[src/rtl/ex_muldiv.sv]
// Iterative RV32M multiply/divide sequencer beside the EX-stage ALU.
// Build option: define MULDIV_FAST_MUL_EN for a single-cycle 33x33 multiply in place of shift-add.
module ex_muldiv #(
    parameter int XLEN  = 32,
    parameter int CNT_W = 6
) (
    input  logic            clk,
    input  logic            rst,
    input  logic            start_i,
    input  logic [2:0]      op_i,
    input  logic [XLEN-1:0] reg1_i,
    input  logic [XLEN-1:0] reg2_i,
    input  logic [4:0]      wd_i,
    input  logic            wreg_i,
    input  logic            flush_i,
    output logic            stallreq_o,
    output logic            busy_o,
    output logic            ready_o,
    output logic [XLEN-1:0] wdata_o,
    output logic [4:0]      wd_o,
    output logic            wreg_o
);
    localparam int               ACC_W     = 2 * XLEN;
    localparam logic [CNT_W-1:0] CNT_LAST  = CNT_W'(XLEN - 1);
    localparam logic [XLEN-1:0]  INT_MIN   = {1'b1, {(XLEN-1){1'b0}}};
    localparam logic [2:0]       OP_MUL    = 3'd0;
    localparam logic [2:0]       OP_MULH   = 3'd1;
    localparam logic [2:0]       OP_MULHSU = 3'd2;
    localparam logic [2:0]       OP_DIV    = 3'd4;
    localparam logic [2:0]       OP_REM    = 3'd6;

    typedef enum logic [1:0] {
        S_IDLE,
        S_MUL,
        S_DIV,
        S_DONE
    } state_t;

    state_t            state_reg, state_next;
    logic [CNT_W-1:0]  cnt_reg, cnt_next;
    logic [ACC_W-1:0]  acc_reg, acc_next;
    logic [XLEN-1:0]   opb_reg, opb_next;
    logic [2:0]        op_reg, op_next;
    logic              neg_reg, neg_next;
    logic              rneg_reg, rneg_next;
    logic [XLEN-1:0]   wdata_reg, wdata_next;
    logic [4:0]        wd_reg, wd_next;
    logic              wreg_reg, wreg_next;

    // Operand decode for the request presented this cycle.
    logic              sign1, sign2, neg1, neg2;
    logic [XLEN-1:0]   mag1, mag2;
    logic              div_zero, div_ovf;

    assign sign1    = (op_i == OP_MULH) || (op_i == OP_MULHSU) ||
                      (op_i == OP_DIV)  || (op_i == OP_REM);
    assign sign2    = (op_i == OP_MULH) || (op_i == OP_DIV) || (op_i == OP_REM);
    assign neg1     = sign1 & reg1_i[XLEN-1];
    assign neg2     = sign2 & reg2_i[XLEN-1];
    assign mag1     = neg1 ? -reg1_i : reg1_i;
    assign mag2     = neg2 ? -reg2_i : reg2_i;
    assign div_zero = (reg2_i == '0);
    assign div_ovf  = ((op_i == OP_DIV) || (op_i == OP_REM)) &&
                      (reg1_i == INT_MIN) && (&reg2_i);

    // One shift-add step: acc = {partial high, remaining multiplier bits}.
    logic [XLEN:0]     mul_sum;
    logic [ACC_W-1:0]  mul_step, mul_fix;
    logic [XLEN-1:0]   mul_res;

    assign mul_sum  = {1'b0, acc_reg[ACC_W-1:XLEN]} + (acc_reg[0] ? {1'b0, opb_reg} : '0);
    assign mul_step = {mul_sum, acc_reg[XLEN-1:1]};
    assign mul_fix  = neg_reg ? -mul_step : mul_step;
    assign mul_res  = (op_reg == OP_MUL) ? mul_fix[XLEN-1:0] : mul_fix[ACC_W-1:XLEN];

    // One restoring-divide step: acc = {partial remainder, dividend/quotient bits}.
    logic [XLEN:0]     div_trial;
    logic [ACC_W-1:0]  div_step;
    logic [XLEN-1:0]   quo_raw, rem_raw, div_res;

    assign div_trial = acc_reg[ACC_W-1:XLEN-1] - {1'b0, opb_reg};
    assign div_step  = div_trial[XLEN] ? {acc_reg[ACC_W-2:0], 1'b0}
                                       : {div_trial[XLEN-1:0], acc_reg[XLEN-2:0], 1'b1};
    assign quo_raw   = div_step[XLEN-1:0];
    assign rem_raw   = div_step[ACC_W-1:XLEN];
    assign div_res   = op_reg[1] ? (rneg_reg ? -rem_raw : rem_raw)
                                 : (neg_reg  ? -quo_raw : quo_raw);

`ifdef MULDIV_FAST_MUL_EN
    logic signed [XLEN:0] fast_a, fast_b;
    logic [ACC_W-1:0]     fast_prod;
    logic [XLEN-1:0]      fast_res;

    assign fast_a    = $signed({neg1, reg1_i});
    assign fast_b    = $signed({neg2, reg2_i});
    assign fast_prod = ACC_W'(fast_a * fast_b);
    assign fast_res  = (op_i == OP_MUL) ? fast_prod[XLEN-1:0] : fast_prod[ACC_W-1:XLEN];
`endif

    always_comb begin
        state_next = state_reg;
        cnt_next   = cnt_reg;
        acc_next   = acc_reg;
        opb_next   = opb_reg;
        op_next    = op_reg;
        neg_next   = neg_reg;
        rneg_next  = rneg_reg;
        wdata_next = wdata_reg;
        wd_next    = wd_reg;
        wreg_next  = wreg_reg;

        if (flush_i) begin
            state_next = S_IDLE;
            cnt_next   = '0;
        end else begin
            case (state_reg)
                S_IDLE: begin
                    if (start_i) begin
                        op_next   = op_i;
                        wd_next   = wd_i;
                        wreg_next = wreg_i;
                        neg_next  = neg1 ^ neg2;
                        rneg_next = neg1;
                        cnt_next  = '0;
                        if (!op_i[2]) begin
`ifdef MULDIV_FAST_MUL_EN
                            wdata_next = fast_res;
                            state_next = S_DONE;
`else
                            opb_next   = mag1;
                            acc_next   = {{XLEN{1'b0}}, mag2};
                            state_next = S_MUL;
`endif
                        end else if (div_zero) begin
                            wdata_next = op_i[1] ? reg1_i : '1;
                            state_next = S_DONE;
                        end else if (div_ovf) begin
                            wdata_next = op_i[1] ? '0 : INT_MIN;
                            state_next = S_DONE;
                        end else begin
                            opb_next   = mag2;
                            acc_next   = {{XLEN{1'b0}}, mag1};
                            state_next = S_DIV;
                        end
                    end
                end
                S_MUL: begin
                    acc_next = mul_step;
                    if (cnt_reg == CNT_LAST) begin
                        cnt_next   = '0;
                        wdata_next = mul_res;
                        state_next = S_DONE;
                    end else begin
                        cnt_next = cnt_reg + CNT_W'(1);
                    end
                end
                S_DIV: begin
                    acc_next = div_step;
                    if (cnt_reg == CNT_LAST) begin
                        cnt_next   = '0;
                        wdata_next = div_res;
                        state_next = S_DONE;
                    end else begin
                        cnt_next = cnt_reg + CNT_W'(1);
                    end
                end
                default: begin
                    state_next = S_IDLE;
                end
            endcase
        end
    end

    always_ff @(posedge clk or negedge rst) begin
        if (!rst) begin
            state_reg <= S_IDLE;
            cnt_reg   <= '0;
            acc_reg   <= '0;
            opb_reg   <= '0;
            op_reg    <= '0;
            neg_reg   <= 1'b0;
            rneg_reg  <= 1'b0;
            wdata_reg <= '0;
            wd_reg    <= '0;
            wreg_reg  <= 1'b0;
        end else begin
            state_reg <= state_next;
            cnt_reg   <= cnt_next;
            acc_reg   <= acc_next;
            opb_reg   <= opb_next;
            op_reg    <= op_next;
            neg_reg   <= neg_next;
            rneg_reg  <= rneg_next;
            wdata_reg <= wdata_next;
            wd_reg    <= wd_next;
            wreg_reg  <= wreg_next;
        end
    end

    // A flush silences the hold request and any result in the same cycle.
    assign busy_o     = (state_reg == S_MUL) || (state_reg == S_DIV);
    assign stallreq_o = ~flush_i & (((state_reg == S_IDLE) & start_i) | busy_o);
    assign ready_o    = (state_reg == S_DONE) & ~flush_i;
    assign wdata_o    = wdata_reg;
    assign wd_o       = wd_reg;
    assign wreg_o     = wreg_reg & ready_o;

endmodule
[config.mk]
export PLATFORM = sky130hd
export DESIGN_NAME = ex_muldiv
export DESIGN_NICKNAME = d
export VERILOG_FILES = /design/src/rtl/ex_muldiv.sv
export SDC_FILE = /design/constraint.sdc
export NUM_CORES = 1
export LEC_CHECK = 0
export BUFFER_PORTS_ARGS = -buffer_cell sky130_fd_sc_hd__buf_2
export CAP_MARGIN = 10
export CORE_MARGIN = 3
export CORE_UTILIZATION = 45
export DETAILED_ROUTE_END_ITERATION = 10
export SETUP_SLACK_MARGIN = 0.3
export SKIP_LAST_GASP = 1
export SYNTH_ARGS = -nofsm -noshare
export SYNTH_HDL_FRONTEND = slang
export SYNTH_SLANG_ARGS = --single-unit
export TNS_END_PERCENT = 10
[constraint.sdc]
create_clock -name clk -period 5.45 [get_ports clk]
set_input_delay 0.545 -clock clk [delete_from_list [all_inputs] [get_ports clk]]
set_output_delay 0.545 -clock clk [all_outputs]
set_load 0.005 [all_outputs]
== Yosys cells after proc, flatten, opt, wreduce, memory -nomap -nowiden ==
Index checks and enable logic that the tools add are counted.
W data, S select, Z words.

* Output and inout bits: 41
* Flip-flop bits (word level): 147

* Reduce and logical (&&, ||, !) cells: 22
* Add/sub/neg operators: 8
* Muxes and demuxes: 37
* Bitwise operators: 9
* Eq/ne operators: 20

{| class="wikitable"
|+ Operator list
! operator !! count
|-
| $mux W32 || 18
|-
| $mux W64 || 6
|-
| $pmux W64 S3 || 1
|-
| $neg A32 Y32 || 4
|-
| $pmux W32 S3 || 1
|-
| $neg A64 Y64 || 1
|-
| $add A32 B32 Y33 || 1
|-
| $sub A33 B32 Y33 || 1
|-
| $eq A32 B32 Y1 const B || 1
|-
| $logic_not A32 Y1 || 1
|-
| $reduce_and A32 Y1 || 1
|-
| $mux W6 || 3
|-
| $ne A2 B2 Y1 const B || 6
|-
| $ne A3 B3 Y1 const B || 4
|-
| $pmux W6 S2 || 1
|-
| $reduce_and A5 Y1 || 2
|-
| $mux W2 || 4
|-
| $logic_or A1 B1 Y1 || 7
|-
| $reduce_and A7 Y1 || 1
|-
| $add A6 B1 Y6 const B || 1
|-
| $and A1 B1 Y1 || 6
|-
| $eq A3 B3 Y1 const B || 2
|-
| $eq A6 B5 Y1 const B || 1
|-
| $reduce_bool A3 Y1 || 2
|-
| 16 further kinds || 20
|}

== Logic depth before layout (Yosys ltp) ==
Gate-level depths: netlist of run 1.

* Depth after elaboration: 11
* Gate-level depth with buffers: 26
* Gate-level depth less buffers: 23

== Worst setup path before layout of run 1 ==
Ideal clock, no wire load.

* Kind: register to register
* Start: reg acc_reg[31]
* End: reg wdata_reg[30], in the netlist wdata_o[30]
* Buffers on the path: 4
* Library setup time: 124 ps
* Data arrival time: 5671 ps
* Slack: -345 ps
* Stages on the path, launching flop included: 26
* Clock period less this slack: 5795 ps
* Required time: 5326 ps
* Cells stage by stage: dfrtp_1 -> inv_1 -> ha_1 -> fa_1 -> nand2b_1 -> a21oi_2 -> o211ai_2 -> a211oi_4 -> nor3_4 -> nor2_4 -> clkinv_2 -> buf_2 -> buf_2 -> clkbuf_1 -> buf_2 -> a21oi_1 -> ha_1 -> inv_1 -> nor4b_2 -> nor4b_2 -> a31oi_1 -> or3_4 -> or4b_4 -> nor4_2 -> nor3_1 -> o31a_1

* Longest elaborated chain between the ends: 7
* Elaborated cells between the ends (all ways): 13

{| class="wikitable"
|+ RTL lines
! item !! RTL line !! source
|-
| start, declared || 41 || <nowiki>logic [ACC_W-1:0] acc_reg, acc_next;</nowiki>
|-
| start signal, assigned || 189 || <nowiki>acc_reg <= acc_next;</nowiki>
|-
| $sub A33 B32 Y33 || 81 || <nowiki>assign div_trial = acc_reg[ACC_W-1:XLEN-1] - {1'b0, opb_reg};</nowiki>
|-
| $mux W64 || 82 || <nowiki>assign div_step = div_trial[XLEN] ? {acc_reg[ACC_W-2:0], 1'b0}</nowiki>
|-
| $neg A32 Y32, on equally long branches || 87, 86 ||
|-
| $mux W32, on equally long branches || 87, 86 ||
|-
| $mux W32 || 86 || <nowiki>assign div_res = op_reg[1] ? (rneg_reg ? -rem_raw : rem_raw)</nowiki>
|-
| $mux W32 || 159 || <nowiki>if (cnt_reg == CNT_LAST) begin</nowiki>
|-
| $pmux W32 S3 * || 116 || <nowiki>case (state_reg)</nowiki>
|-
| end signal, assigned || 194 || <nowiki>wdata_reg <= wdata_next;</nowiki>
|-
| end, declared || 46 || <nowiki>logic [XLEN-1:0] wdata_reg, wdata_next;</nowiki>
|}

Mark *: on every way between the ends. The rest lies on a longest branch, timed or not. The select of a mux whose other input is x is not followed.
A chain may end at the register's enable or synchronous reset.

== Final worst setup path of run 1 ==
Same ends and word-level chain as after synthesis.

==> flow_metrics.tcl, run 1 <==
set metrics [dict create \
    status "finished clean" \
    regArea_um2 3680 \
    synth_enable_flop_cells 0 \
    rows 72 \
    synth-async-reset-ratio_pct 100 \
    setup_violations 0 \
    synth_top_area_share_pct 20.5 \
    crit_arrival_ps 5480 \
    grtUsageTotal_pct 34.0 \
    fin_tns_setup_ps 0 \
    cts.sinks 147 \
    synth.avg_cell_area_um2 7.23 \
    grt_pass1_wl_um 110000 \
    die_area_um2 42300 \
    drive_gt1_share_pct 15.2 \
    synth_ff_type "dfrtp_1" \
    synth.most_common_cell "nand2_1" \
    synth-seq-area-share_pct 20.5 \
    path_class "reg -> reg" \
    crit_start "acc_reg[31]" \
    die_h_um 206 \
    vias 19700 \
    drtAntennaViolNets 0 \
    period_share_pct 94.2 \
    dieWidth_um 206 \
    rsz0062_at_grt "yes" \
    path_clk_slew_ps 70 \
    p_leak_nw 8.51 \
    drt-initial-drc-count 2029 \
    antenna_cells 0 \
    r2r_start "acc_reg[31]" \
    numCtsBuffers 17 \
    antenna_found_initial 2 \
    synth_cell_type_count 104 \
    grt_max_degree 86 \
    dp_cells 3049 \
    fillers 3922 \
    routed_wl_um 73300 \
    multiInputGateArea_um2 13500 \
    reg2reg_to "wdata_o[30]" \
    syn_nets 2637 \
    tritoncts "yes" \
    synthCells 2482 \
    io_buffer_count 117 \
    relSlewSlack_pct 29.2 \
    maxCapViolCount 0 \
    io_pins 118 \
    end_kind "flop" \
    reg2reg_depth 21 \
    first_pass_iters 5 \
    r2r_slack_ps 320 \
    hold_violations 0 \
    synthTopCellsByArea "dfrtp_1 (20%), o21ai_0 (8.6%), nand2_1 (6.9%), xnor2_1 (5.6%), ha_1 (5.3%)" \
    tightest_slew_ps 1060 \
    placeableCoreArea_um2 39000 \
    worstPathMaxFanout 7 \
    syn_area_um2 18000 \
    skew_ps 17.3 \
    ctsHtreeMaxLevel 4 \
    peakVddDrop_mv 0.375 \
    clock_path_buffers 2 \
    synth-warning-count 0 \
    slew_viol_final 0 \
    crit_required_ps 5800 \
    drc_errors 0 \
    synth_top_cell_by_area "dfrtp_1" \
    clk_latency_ps 460 \
    clockRootBuffer "clkbuf_16" \
    globalplace.congestion 1.03 \
    critPathLaunchType "flop" \
    crit_path_end "wdata_o[30]" \
    wl_per_cell_um 23.8 \
    min_period_ps 5130 \
    vias_per_cell 6.39 \
    stdcell_count 3086 \
    start_util_pct 46.0 \
    pwr_density_cell_nw_per_um2 510 \
    largest_register_ffs 64 \
    synthTopCellsByCount "nand2_1 (332), o21ai_0 (308), nor2_1 (213)" \
    overflow 0 \
    ys_ff_latch 147 \
    first_global_vias 18100 \
    min_path_type "in -> async" \
    fmax_mhz 195 \
    hpwl_um 57300 \
    syn2layout_area_growth_pct 12.5 \
    num-nets-final 2711 \
]
[per-layer routing]
| metal | track usage [%] | wire (um) | vias to the layer above |
|---|---|---|---|
| met5 | 0 | 0 | - |
| met4 | 12.6 | 2530 | 0 |
| met3 | 4.67 | 6460 | 148 |
| met2 | 51.1 | 31700 | 954 |
| met1 | 49.4 | 32700 | 9396 |
| li1 | - | - | 9214 |
[critical path, stage by stage, from the launching register on]
cell and delay [ps]:
dfrtp_2 370, inv_2 40, ha_1 220, fa_2 370, nand2b_4 170, a21oi_4 210, o211ai_4 130, a211oi_4 370
nor3_4 100, nor2_4 170, clkinv_4 120, a21oi_4 180, ha_2 210, inv_1 80, nor4b_4 300, nor4b_4 330
a31oi_4 140, or3_4 450, or4b_4 540, nor4_4 170, nor3_2 80, o31a_1 270
[cell type report]
type / count / area share, %
clock buffer: 23 / 2.37
sequential: 147 / 18.2
clock inverter: 8 / 0.632
inverter: 64 / 1.21
timing repair buffer: 237 / 7.40
multi-input combinational: 2089 / 67.0
tap: 518 / 3.21
[per-stage QoR]
step | total power, mW | utilization (%) | hold WS [ps] | worst slack, ps | instance area (um^2)
6_report | 10.3 | 51.8 | 10.3 | 316 | 20200
3_3_place_gp | 8.65 | 49.7 | 457 | 239 | 19400
3_5_place_dp | 8.69 | 49.7 | 461 | 146 | 19400
4_1_cts | 10.0 | 51.3 | 15.3 | 314 | 20000
2_1_floorplan | 6.49 | - | 249 | 28.9 | 18000
5_1_grt | 11.0 | 51.8 | 35.1 | 91.9 | 20200
[power by group]
part / switching, mW / internal, mW
Clock: 0.526 / 0.755
Combinational: 4.47 / 2.55
Sequential: 0.514 / 1.47
Total: 5.51 / 4.78
[worst min path at each step]
stage	from	endpoint	slack, ps	depth (start not counted)
3_3_place_gp	wdata_o[0]	wdata_o[0]	460	1
5_1_grt	rst	opb_reg[27]	40	1
4_1_cts	rst	opb_reg[27]	20	1
6_report	rst	opb_reg[27]	10	1
2_1_floorplan	rst	acc_reg[0]	250	0
3_5_place_dp	wdata_o[1]	wdata_o[1]	460	1
[layout by cell type, fill, tap and decap left out, types with 29 or more instances in the layout]
master and n:
nand2_1 331, o21ai_0 307, nor2_1 213, a21oi_1 172, dfrtp_1 145, buf_4 121, xnor2_1 115, buf_2 115
xor2_1 100, inv_1 60, ha_1 59, nor3_1 57, o31ai_1 53, nand3_1 42, or3_1 40, mux2i_1 40
a21o_1 38, o211ai_1 36, a221o_1 29
[cell families after synthesis]
family	Yosys count	synth area share (%)
simple gates	868	23.3
xor+xnor	215	10.5
mux	63	3.69
flops	147	20.5
fa+ha+maj	78	5.52
compound gates	865	31.1
buf+inv	246	5.48
[what timing repair did]
| item | CTS | global route |
|---|---|---|
| hold buffers | 0 | 0 |
| gates cloned | 0 | 0 |
| gates resized for setup | 7 | 27 |
| buffers inserted | 1 | 5 |
| pin swaps | 2 | 8 |
| endpoints found under the setup margin | 2 | 7 |
Note: power is estimated with default switching activity, not from simulation.
==> inputs of run 2 (changes only) <==
- RECOVER_POWER: unset -> 25
==> run 2 against run 1 <==
Against the previous run: the flow now finishes with violations (capacitance limit, slew limit); via count barely moved; clock power barely moved; global-route usage did not move; sequential cell count did not move; core utilization barely moved; register-to-register slack barely moved; critical path type unchanged.
==> flow_metrics.tcl, run 2 (same netlist as run 1, synthesis figures left out) <==
set metrics [dict create \
    fillers 3924 \
    hpwl_um 57300 \
    rows 72 \
    start_util_pct 46.0 \
    dieWidth_um 206 \
    min_period_ps 5140 \
    combPwrFrac_pct 68.2 \
    path_clk_slew_ps 70 \
    die_area_um2 42300 \
    globalplace.congestion 1.03 \
    r2r_slack_ps 310 \
    hold_violations 0 \
    status "complete, but fails checks" \
    syn2layout_area_growth_pct 12.5 \
    worst_slack_ps 311 \
    place_ws_ps 146 \
    fmax_mhz 195 \
    p_leak_nw 8.50 \
    min_path_type "in -> reg" \
    layout_commonest_cell "nand2_1" \
    io_buffer_count 117 \
    largest_register_ffs 64 \
    hp-start "wreg_i" \
    drive_gt1_share_pct 15.2 \
    grt_max_degree 86 \
    cts.sinks 147 \
    holdPathStages 2 \
    first_global_vias 18100 \
    numCtsBuffers 17 \
    reg2reg_depth 21 \
    path_class "reg -> reg" \
    r2r_start "acc_reg[31]" \
    wl_met1_um 32800 \
    pwr_density_cell_nw_per_um2 510 \
    holdWs_ps 314 \
    drc_errors 0 \
    worstPathMaxFanout 7 \
    dp_cells 3049 \
    grt_pass1_wl_um 110000 \
    skew_ps 16.7 \
    vias_per_cell 6.39 \
    critPathLaunchType "flop" \
    wl_met2_um 31900 \
    power.total_mw 10.3 \
    setup_violations 0 \
    drt-initial-drc-count 2153 \
    reg2reg_to "wdata_o[30]" \
    p_seq_share_pct 19.3 \
    clockRootBuffer "clkbuf_16" \
    highest_layer "met4" \
    rsz0062_at_grt "yes" \
    stdcell_count 3086 \
    first_pass_iters 6 \
    end_kind "flop" \
    tritoncts "yes" \
    swShare_pct 53.6 \
    num-nets-final 2711 \
    cts-hold-fix-buffers 0 \
    crit_required_ps 5800 \
    wl_per_cell_um 23.8 \
    relSlewSlack_pct -83.8 \
    period_share_pct 94.3 \
    ctsHtreeMaxLevel 4 \
    routed-wl-met3_um 6180 \
    tightest_slew_ps 2760 \
    antenna_found_initial 2 \
    min_to "wreg_reg" \
    violations "capacitance limit, slew limit" \
    layout_common_cells "nand2_1 (331), o21ai_0 (307), nor2_1 (213)" \
    p_int_mw 4.78 \
    die_h_um 206 \
    placeableCoreArea_um2 39000 \
    slew_viol_final 45 \
    antenna_cells 0 \
    vias 19700 \
    fin_tns_setup_ps 0 \
    routed_wl_um 73400 \
    peakVddDrop_mv 0.374 \
    grtUsageTotal_pct 34.0 \
    clk_latency_ps 460 \
    p_clk_share_pct 12.5 \
    drtAntennaViolNets 0 \
    maxCapViolCount 1 \
    io_pins 118 \
    overflow 0 \
    clock_path_buffers 2 \
    p_sw_mw 5.51 \
    crit_arrival_ps 5480 \
]
[run 2: cell count changes in the layout (fill, tap and decap cells not counted), sizes merged]
cell    delta
clkbuf     +2
buf        -2
[run 2: how the worst max path moves through the flow]
stage                      from          end  slack (ps)  depth (start not counted)
floorplan           acc_reg[31]  wdata_o[30]          30                         25
global placement    acc_reg[46]  wdata_o[30]         240                         19
detailed placement  acc_reg[46]  wdata_o[30]         150                         19
CTS                 acc_reg[31]  wdata_o[30]         310                         21
global route        acc_reg[31]  wdata_o[30]          90                         21
finish              acc_reg[31]  wdata_o[30]         310                         21
[run 2: per-layer routing]
metal,vias up,global-route usage (%)
li1,9212,-
met1,9441,49.4
met2,926,51.1
met3,147,4.67
met4,0,12.6
met5,-,0
[run 2: stage by stage]
step,instance area [um^2],utilization [%]
2_1_floorplan,18000,-
3_3_place_gp,19400,49.7
3_5_place_dp,19400,49.7
4_1_cts,20000,51.3
5_1_grt,20200,51.8
6_report,20200,51.8
[run 2: layout make-up]
| type | instances | area, um^2 | share of cell area [%] |
|---|---|---|---|
| timing repair buffer | 237 | 1490 | 7.36 |
| clock inverter | 8 | 128 | 0.632 |
| tap | 518 | 648 | 3.21 |
| clock buffer | 23 | 478 | 2.37 |
| inverter | 64 | 245 | 1.21 |
| multi-input combinational | 2089 | 13500 | 67.0 |
| sequential | 147 | 3680 | 18.2 |
[run 2: power by group through the flow]
stage / registers (mW) / clock network (mW) / logic, mW
2_1_floorplan: 1.66 / 0 / 4.82
3_3_place_gp: 1.98 / 0 / 6.68
3_5_place_dp: 1.99 / 0 / 6.70
4_1_cts: 1.97 / 1.29 / 6.77
5_1_grt: 2.03 / 1.32 / 7.61
6_report: 1.99 / 1.28 / 7.03
[run 2: worst max-delay path, stage by stage, from the launching register on]
cell and delay (ps):
dfrtp_2 370, inv_2 40, ha_1 220, fa_2 370
nand2b_4 170, a21oi_4 210, o211ai_4 130, a211oi_4 370
nor3_4 100, nor2_4 170, clkinv_4 120, a21oi_4 170
ha_2 210, inv_1 90, nor4b_4 300, nor4b_4 330
a31oi_4 140, or3_4 450, or4b_4 540, nor4_4 170
nor3_2 80, o31a_1 270
[run 2: timing repair]
item,in CTS,in global routing
pin swaps,2,8
setup buffers,1,5
gates resized for setup,7,27
endpoints found under the setup margin,2,7
